## config.mk

```make
export PLATFORM = sky130hd
export DESIGN_NAME = rv_mem_imm_unit
export DESIGN_NICKNAME = d
export VERILOG_FILES = /design/src/rtl/rv_mem_imm_unit.sv
export SDC_FILE = /design/constraint.sdc
export NUM_CORES = 2
export LEC_CHECK = 0
export CAP_MARGIN = 5
export CELL_PAD_IN_SITES_DETAIL_PLACEMENT = 1
export CELL_PAD_IN_SITES_GLOBAL_PLACEMENT = 1
export CORE_MARGIN = 5
export CORE_UTILIZATION = 25
export DETAILED_ROUTE_END_ITERATION = 8
export HOLD_SLACK_MARGIN = 0.06
export PLACE_DENSITY = 0.45
export SYNTH_ARGS = -nofsm -noshare
export SYNTH_HDL_FRONTEND = slang
export SYNTH_SLANG_ARGS = --single-unit
```

## constraint.sdc

```tcl
create_clock -name clk -period 5.5 [get_ports clk]
set_input_delay 1.1 -clock clk [delete_from_list [all_inputs] [get_ports clk]]
set_output_delay 1.1 -clock clk [all_outputs]
set_load 0.02 [all_outputs]
```

## src/rtl/rv_mem_imm_unit.sv

```systemverilog
// rv_mem_imm_unit: instruction ROM, data RAM with async reset image, and RV32I immediate decoder
module rv_mem_imm_unit #(
  parameter int DEPTH = 64,
  parameter int WIDTH = 32,
  localparam int AW = $clog2(DEPTH)
) (
  input  logic             clk,
  input  logic             rst,
  input  logic [AW-1:0]    imem_addr,
  output logic [WIDTH-1:0] instr,
  input  logic [31:0]      imm_inst,
  output logic [31:0]      imm_out,
  input  logic             dmem_read,
  input  logic             dmem_write,
  input  logic [AW-1:0]    dmem_addr,
  input  logic [WIDTH-1:0] dmem_wdata,
  output logic [WIDTH-1:0] dmem_rdata
);
  logic [WIDTH-1:0] ram [DEPTH];
  logic [6:0] op;
  logic [31:0] i;
  assign instr = imem_addr == 0 ? WIDTH'(32'h00002083) :
                 imem_addr == 1 ? WIDTH'(32'h00402103) :
                 imem_addr == 2 ? WIDTH'(32'h002081B3) :
                 imem_addr == 3 ? WIDTH'(32'h00302423) :
                 imem_addr == 4 ? WIDTH'(32'hFE208EE3) : '0;
  always_ff @(posedge clk or negedge rst)
    if (!rst) begin
      for (int k = 0; k < DEPTH; k++) ram[k] <= '0;
      ram[0] <= WIDTH'(17);
      ram[1] <= WIDTH'(9);
      ram[2] <= WIDTH'(25);
    end else if (dmem_write) ram[dmem_addr] <= dmem_wdata;
  assign dmem_rdata = dmem_read ? ram[dmem_addr] : '0;
  assign i = imm_inst;
  assign op = i[6:0];
  // B and J immediates stay half-scaled; the core appends the implicit zero
  always_comb
    imm_out = (op == 7'b0000011 || op == 7'b0010011 || op == 7'b1100111) ? {{20{i[31]}}, i[31:20]} :
              op == 7'b0100011 ? {{20{i[31]}}, i[31:25], i[11:7]} :
              op == 7'b1100011 ? {{20{i[31]}}, i[31], i[7], i[30:25], i[11:8]} :
              (op == 7'b0110111 || op == 7'b0010111) ? {i[31:12], 12'h000} :
              op == 7'b1101111 ? {{12{i[31]}}, i[31], i[19:12], i[20], i[30:21]} : '0;
endmodule

```

# After elaboration in Yosys (flattened, before gate mapping)
# Cells that the tools add are included.
[totals]
register_bits = 2048
latch_bits = 0
ramBits = 0
romBits = 0
output_inout_bits = 96
n_memories = 0
[classes]
addsub = 0
n_mul = 0
div_mod_pow = 0
n_lt_le_gt_ge = 2
n_eq_ne = 12
n_shift = 0
mux = 17
bitwise = 1
n_reduce_logical = 5
[ops]
columns = ["op", "count"]
rows = [
  ["$bwmux 2048", 1],
  ["$mux 32", 14],
  ["$bmux 32 s6", 1],
  ["$demux 32 s6", 1],
  ["$eq 7x7->1 const B", 3],
  ["$eq 7x5->1 const B", 2],
  ["$eq 7x6->1 const B", 2],
  ["$eq 6x2->1 const B", 2],
  ["$eq 7x2->1 const B", 1],
  ["$ge 7x7->1 const B", 1],
  ["$lt 7x1->1 const B", 1],
  ["$not 6->7", 1],
  ["$eq 6x1->1 const B", 1],
  ["$eq 6x3->1 const B", 1],
  ["$logic_not 6->1", 1],
  ["$logic_or 1x1->1", 3],
  ["$logic_and 1x1->1", 1],
]

# Logic depth before layout (Yosys ltp)
[depth]
depth_word = 6
ltp_mapped = 10
depth_no_buf = 6

# Worst setup path before layout
# Ideal clock, no wire load.
[synth_timing]
path_kind = "in2out"
start = "in dmem_addr[1]"
end = "out dmem_rdata[3]"
arrival_time_ns = 2.956
required_ns = 4.400
setup_slack_ns = 1.444
stages = 10
n_path_buf = 5
cell_sequence = "buf_2 -> nor2_1 -> buf_2 -> buf_2 -> buf_2 -> buf_2 -> a31oi_1 -> o21ai_0 -> nand2_1 -> a41oi_1"
[synth_between]
elab_chain_len = 5
[synth_rtl]
columns = ["element", "line_no", "source"]
rows = [
  ["start, declared", "15", "input logic [AW-1:0] dmem_addr,"],
  ["$not 6->7 (implied by the code)", "34", "assign dmem_rdata = dmem_read ? ram[dmem_addr] : '0;"],
  ["$bmux 32 s6", "34", ""],
  ["$mux 32 (implied by the code) (2 in a row)", "34", ""],
  ["$mux 32", "34", ""],
  ["end, declared", "17", "output logic [WIDTH-1:0] dmem_rdata"],
]
# Every way passes these cells. The select of a mux whose other input is x is not followed.

# Final worst setup path
[layout_timing]
start = "in dmem_addr[4]"
end = "out dmem_rdata[10]"
# The elaborated chain is that of the path after synthesis.

==> summary.txt <==
Yosys
  – Ys async rst share: 100%
  – Post-synthesis register bit count: 2048
  – Cell taking the most area after synthesis: dfrtp_1
  – Post-Synth Adder-Cell Area: 0%
  – Synth Area in Compound Gates: between 10% and 20%
  – Main synth FF type: dfrtp_1
  – Xor/xnor cell area share of the yosys netlist: 0.00947%
  – Combinational family with the most area after synthesis: multiplexers
  – Synth Area in Simple Gates: under 10%
  – Mapped Area: ~0.09 mm²
  – Netlist cell types: 66
  – Mapped Cells: between 6k and 7k
  – Top cells by area, synth: dfrtp_1 55%, mux2_2 25%, a22oi_1 3.7%
  – Seq/Total Area, Yosys: a little under three fifths
  – Post-Syn Area per Cell: between 10 and 15 µm²
  – Mux contribution to synthesized area: approximately 27%
  – Yosys top cell area share: 55.2%
  – Number of synthesized flops with an enable pin: 0
  – Yosys warns: 0

Layout
  – Cell Count, Final, Fillers Out: approximately 12k
  – Layout cells sized above 1: 43.5%
  – Final net count: about 7.2k
  – Reg with most FFs: ram
  – Commonest non-fill, non-tap cell in the layout: mux2_2
  – Filler cells: between 30k and 40k
  – Multi-input logic area: around 0.038 mm²
  – Commonest non-fill, non-tap cells in the layout: 2053 x mux2_2, 2041 x dfrtp_1, 453 x a22oi_1, 443 x buf_4, 292 x a221oi_1
  – Seq. cell area: about 0.05 mm²
  – Largest registers: ram x2048
  – Flip-flop count of the largest register after layout: 2048
  – Post-layout util: 30.1%
  – P&R area growth vs syn: 19.9%

STA
  – Final setup margin: 0.0329 ns
  – TNS Setup: 0 ns
  – Setup Skew: 0 ns
  – Fin crit period: 5.47 ns
  – Final Hold Viols: 0
  – Max frequency: 0.183 GHz
  – Max-slew violations: 0
  – Final setup viols: 0
  – Slew headroom: between 10% and 20%
  – Period utilization: 99.4%
  – RSZ-0062 raised after global routing: no
  – Least-Margin Pin Slew: between 1 and 1.5 ns

Route
  – Via count: ~63k
  – DR iter-0 viols: between 3k and 4k
  – # DRC: 0
  – Via/cell ratio: 5.16
  – Wirelength per Cell: 30.8 µm
  – WL final: around 380000 µm
  – ANT nets after route: 0
  – Drt first pass iters: 5

Global routing
  – Largest net degree at the start of global routing: ~150
  – First-pass GRT wire length: around 540000 µm
  – GRT Overall Usage: between 10% and 20%
  – Initial antenna violation count: 12
  – Grt ovf: 0
  – Vias in the first global route: 68.5k

Placed design
  – Cells after DPL: 11.8k
  – Port Buf Inserts: 165
  – Hpwl dp: about 240000 µm
  – GPL Wtd Cong: 0.790
  – Dpl ws: -0.182 ns

Floorplan
  – Die Width: approximately 620 µm
  – Die height: 618 µm
  – DIE AREA: about 0.38 mm²
  – # rows: ~220
  – Io pins: 176
  – Initial core utilization: around a quarter
  – Core box area: about 0.37 mm²

Pwr
  – Seq pwr share: a little under half
  – Leakage: 49.5 nW
  – Net Sw Frac: 26.4%
  – Gate power share: between 10% and 20%
  – Clock Power Share: between 40% and 50%
  – Pint: ~0.029 W
  – Final Power: 0.0390 W
  – Max VDD drop: between 0.2 and 0.3 mV
  – PwrDens: between 300 and 400 mW/mm²
  – Net Sw Power: approximately 0.010 W

Clock tree
  – H-Tree Depth: 4
  – Num CTS Buffers: 236
  – Clock sink count: just over 2k
  – Clock buffer depth: 4
  – Clock Pin Slew Worst Setup and Hold Paths: around 0.060 ns
  – CTS Hold Buffers Added: 0
  – Root Driver: clkbuf_16
  – Clock Latency Late Sink: about 0.9 ns
  – CTS tree: built

Setup path
  – CP startpoint kind: primary input
  – Crit path max fanout: 16
  – Critical path type: in -> out
  – Critical Path End Type: output port
  – Worst Path Required: 4.40 ns
  – Crit path DAT: 4.37 ns

Worst hold path
  – Hold WC Path Type: in -> async

Run status
  – Outcome: complete, no violations

Job
  – Max Cap Violations: 0
[power groups by stage]
| stage | Clock [W] | Combinational [W] | Sequential (W) |
|---|---|---|---|
| after floorplan | 0 | 0.00304 | 0.0180 |
| after global placement | 0 | 0.00493 | 0.0182 |
| after detailed placement | 0 | 0.00508 | 0.0184 |
| after CTS | 0.0163 | 0.00509 | 0.0181 |
| after global routing | 0.0169 | 0.00544 | 0.0183 |
| final | 0.0159 | 0.00502 | 0.0181 |
[synth_stat cells, drive strengths merged (4+ instances only)]
library cell     n
mux2          2058
dfrtp         2041
a22oi          453
buf            445
clkbuf         334
a221oi         293
mux2i          195
nor2           180
o22ai          171
a21oi          119
nand2           87
o21ai           68
a31oi           52
nor3            48
a22o            39
o22a            38
o221ai          29
o31ai           29
a221o           20
nand3           16
nor4            15
or3             14
a211oi          13
a21o            13
a2111oi         12
a311oi          12
mux4            12
o311a           12
o41ai           12
or4             12
inv             10
nor2b            9
dfstp            7
nor3b            6
and3             5
nand2b           5
o32ai            5
and2             4
o41a             4
[kinds of logic (layout without fill, tap and decap cells)]
group           Yosys count  in the layout
buf+inv                 789           1156
mux                    2265           2265
flops                  2048           2048
compound gates         1408           1408
other cells               1             18
simple gates            412            412
xor+xnor                  1              1
[metal layers]
layer	routed length (µm)	global-route usage, %	up-vias
li1	-	-	26450
met4	12400	5.71	8
met1	173000	26.7	34984
met3	14000	2.23	488
met2	178000	31.7	1358
met5	55	0	-
[final timing paths]
path | end | cells past startpoint | from | slack (ns)
min in group clk | ram[942]$_DFFE_PN0P_ | 1 | ram[942]$_DFFE_PN0P_ | 0.49
setup / recovery | dmem_rdata[10] | 11 | dmem_addr[4] | 0.03
hold reg to reg | ram[942]$_DFFE_PN0P_ | 1 | ram[942]$_DFFE_PN0P_ | 0.49
setup reg to reg | ram[939]$_DFFE_PN0P_ | 1 | ram[939]$_DFFE_PN0P_ | 4.69
max in group asynchronous | ram[199]$_DFFE_PN0P_ | 3 | rst | 3.71
hold / removal | ram[643]$_DFFE_PN0P_ | 1 | rst | 0.17
[worst max-delay path, stage by stage]
cell and delay (ns):
clkdlybuf4s50_1 0.45, buf_12 0.17, nor3b_2 0.21, nand2_1 0.27, buf_4 0.33, o22ai_1 0.16
o41ai_1 0.67, buf_4 0.30, o221ai_1 0.25, buf_4 0.26, buf_12 0.13
[what timing repair did]
item,4_1_cts,5_1_grt
buffers inserted,4,0
setup endpoints to repair,6,1
gates resized for setup,6,1
[layout make-up]
type | instances | share of cell area, %
Inverter | 10 | 0.0384
Multi-Input combinational cell | 4096 | 34.6
Sequential cell | 2048 | 46.2
Tap cell | 4950 | 5.58
Antenna cell | 8 | 0.0180
Clock buffer | 369 | 6.47
Timing Repair Buffer | 718 | 6.63
Clock inverter | 59 | 0.457
[stage by stage]
step	hold slack, ns	instance area, µm²
finish	0.171	111000
global route	0.169	111000
CTS	0.152	111000
detailed placement	0.485	103000
global placement	0.474	103000
floorplan	0.465	92600
Note: power is estimated with default switching activity, not from simulation.
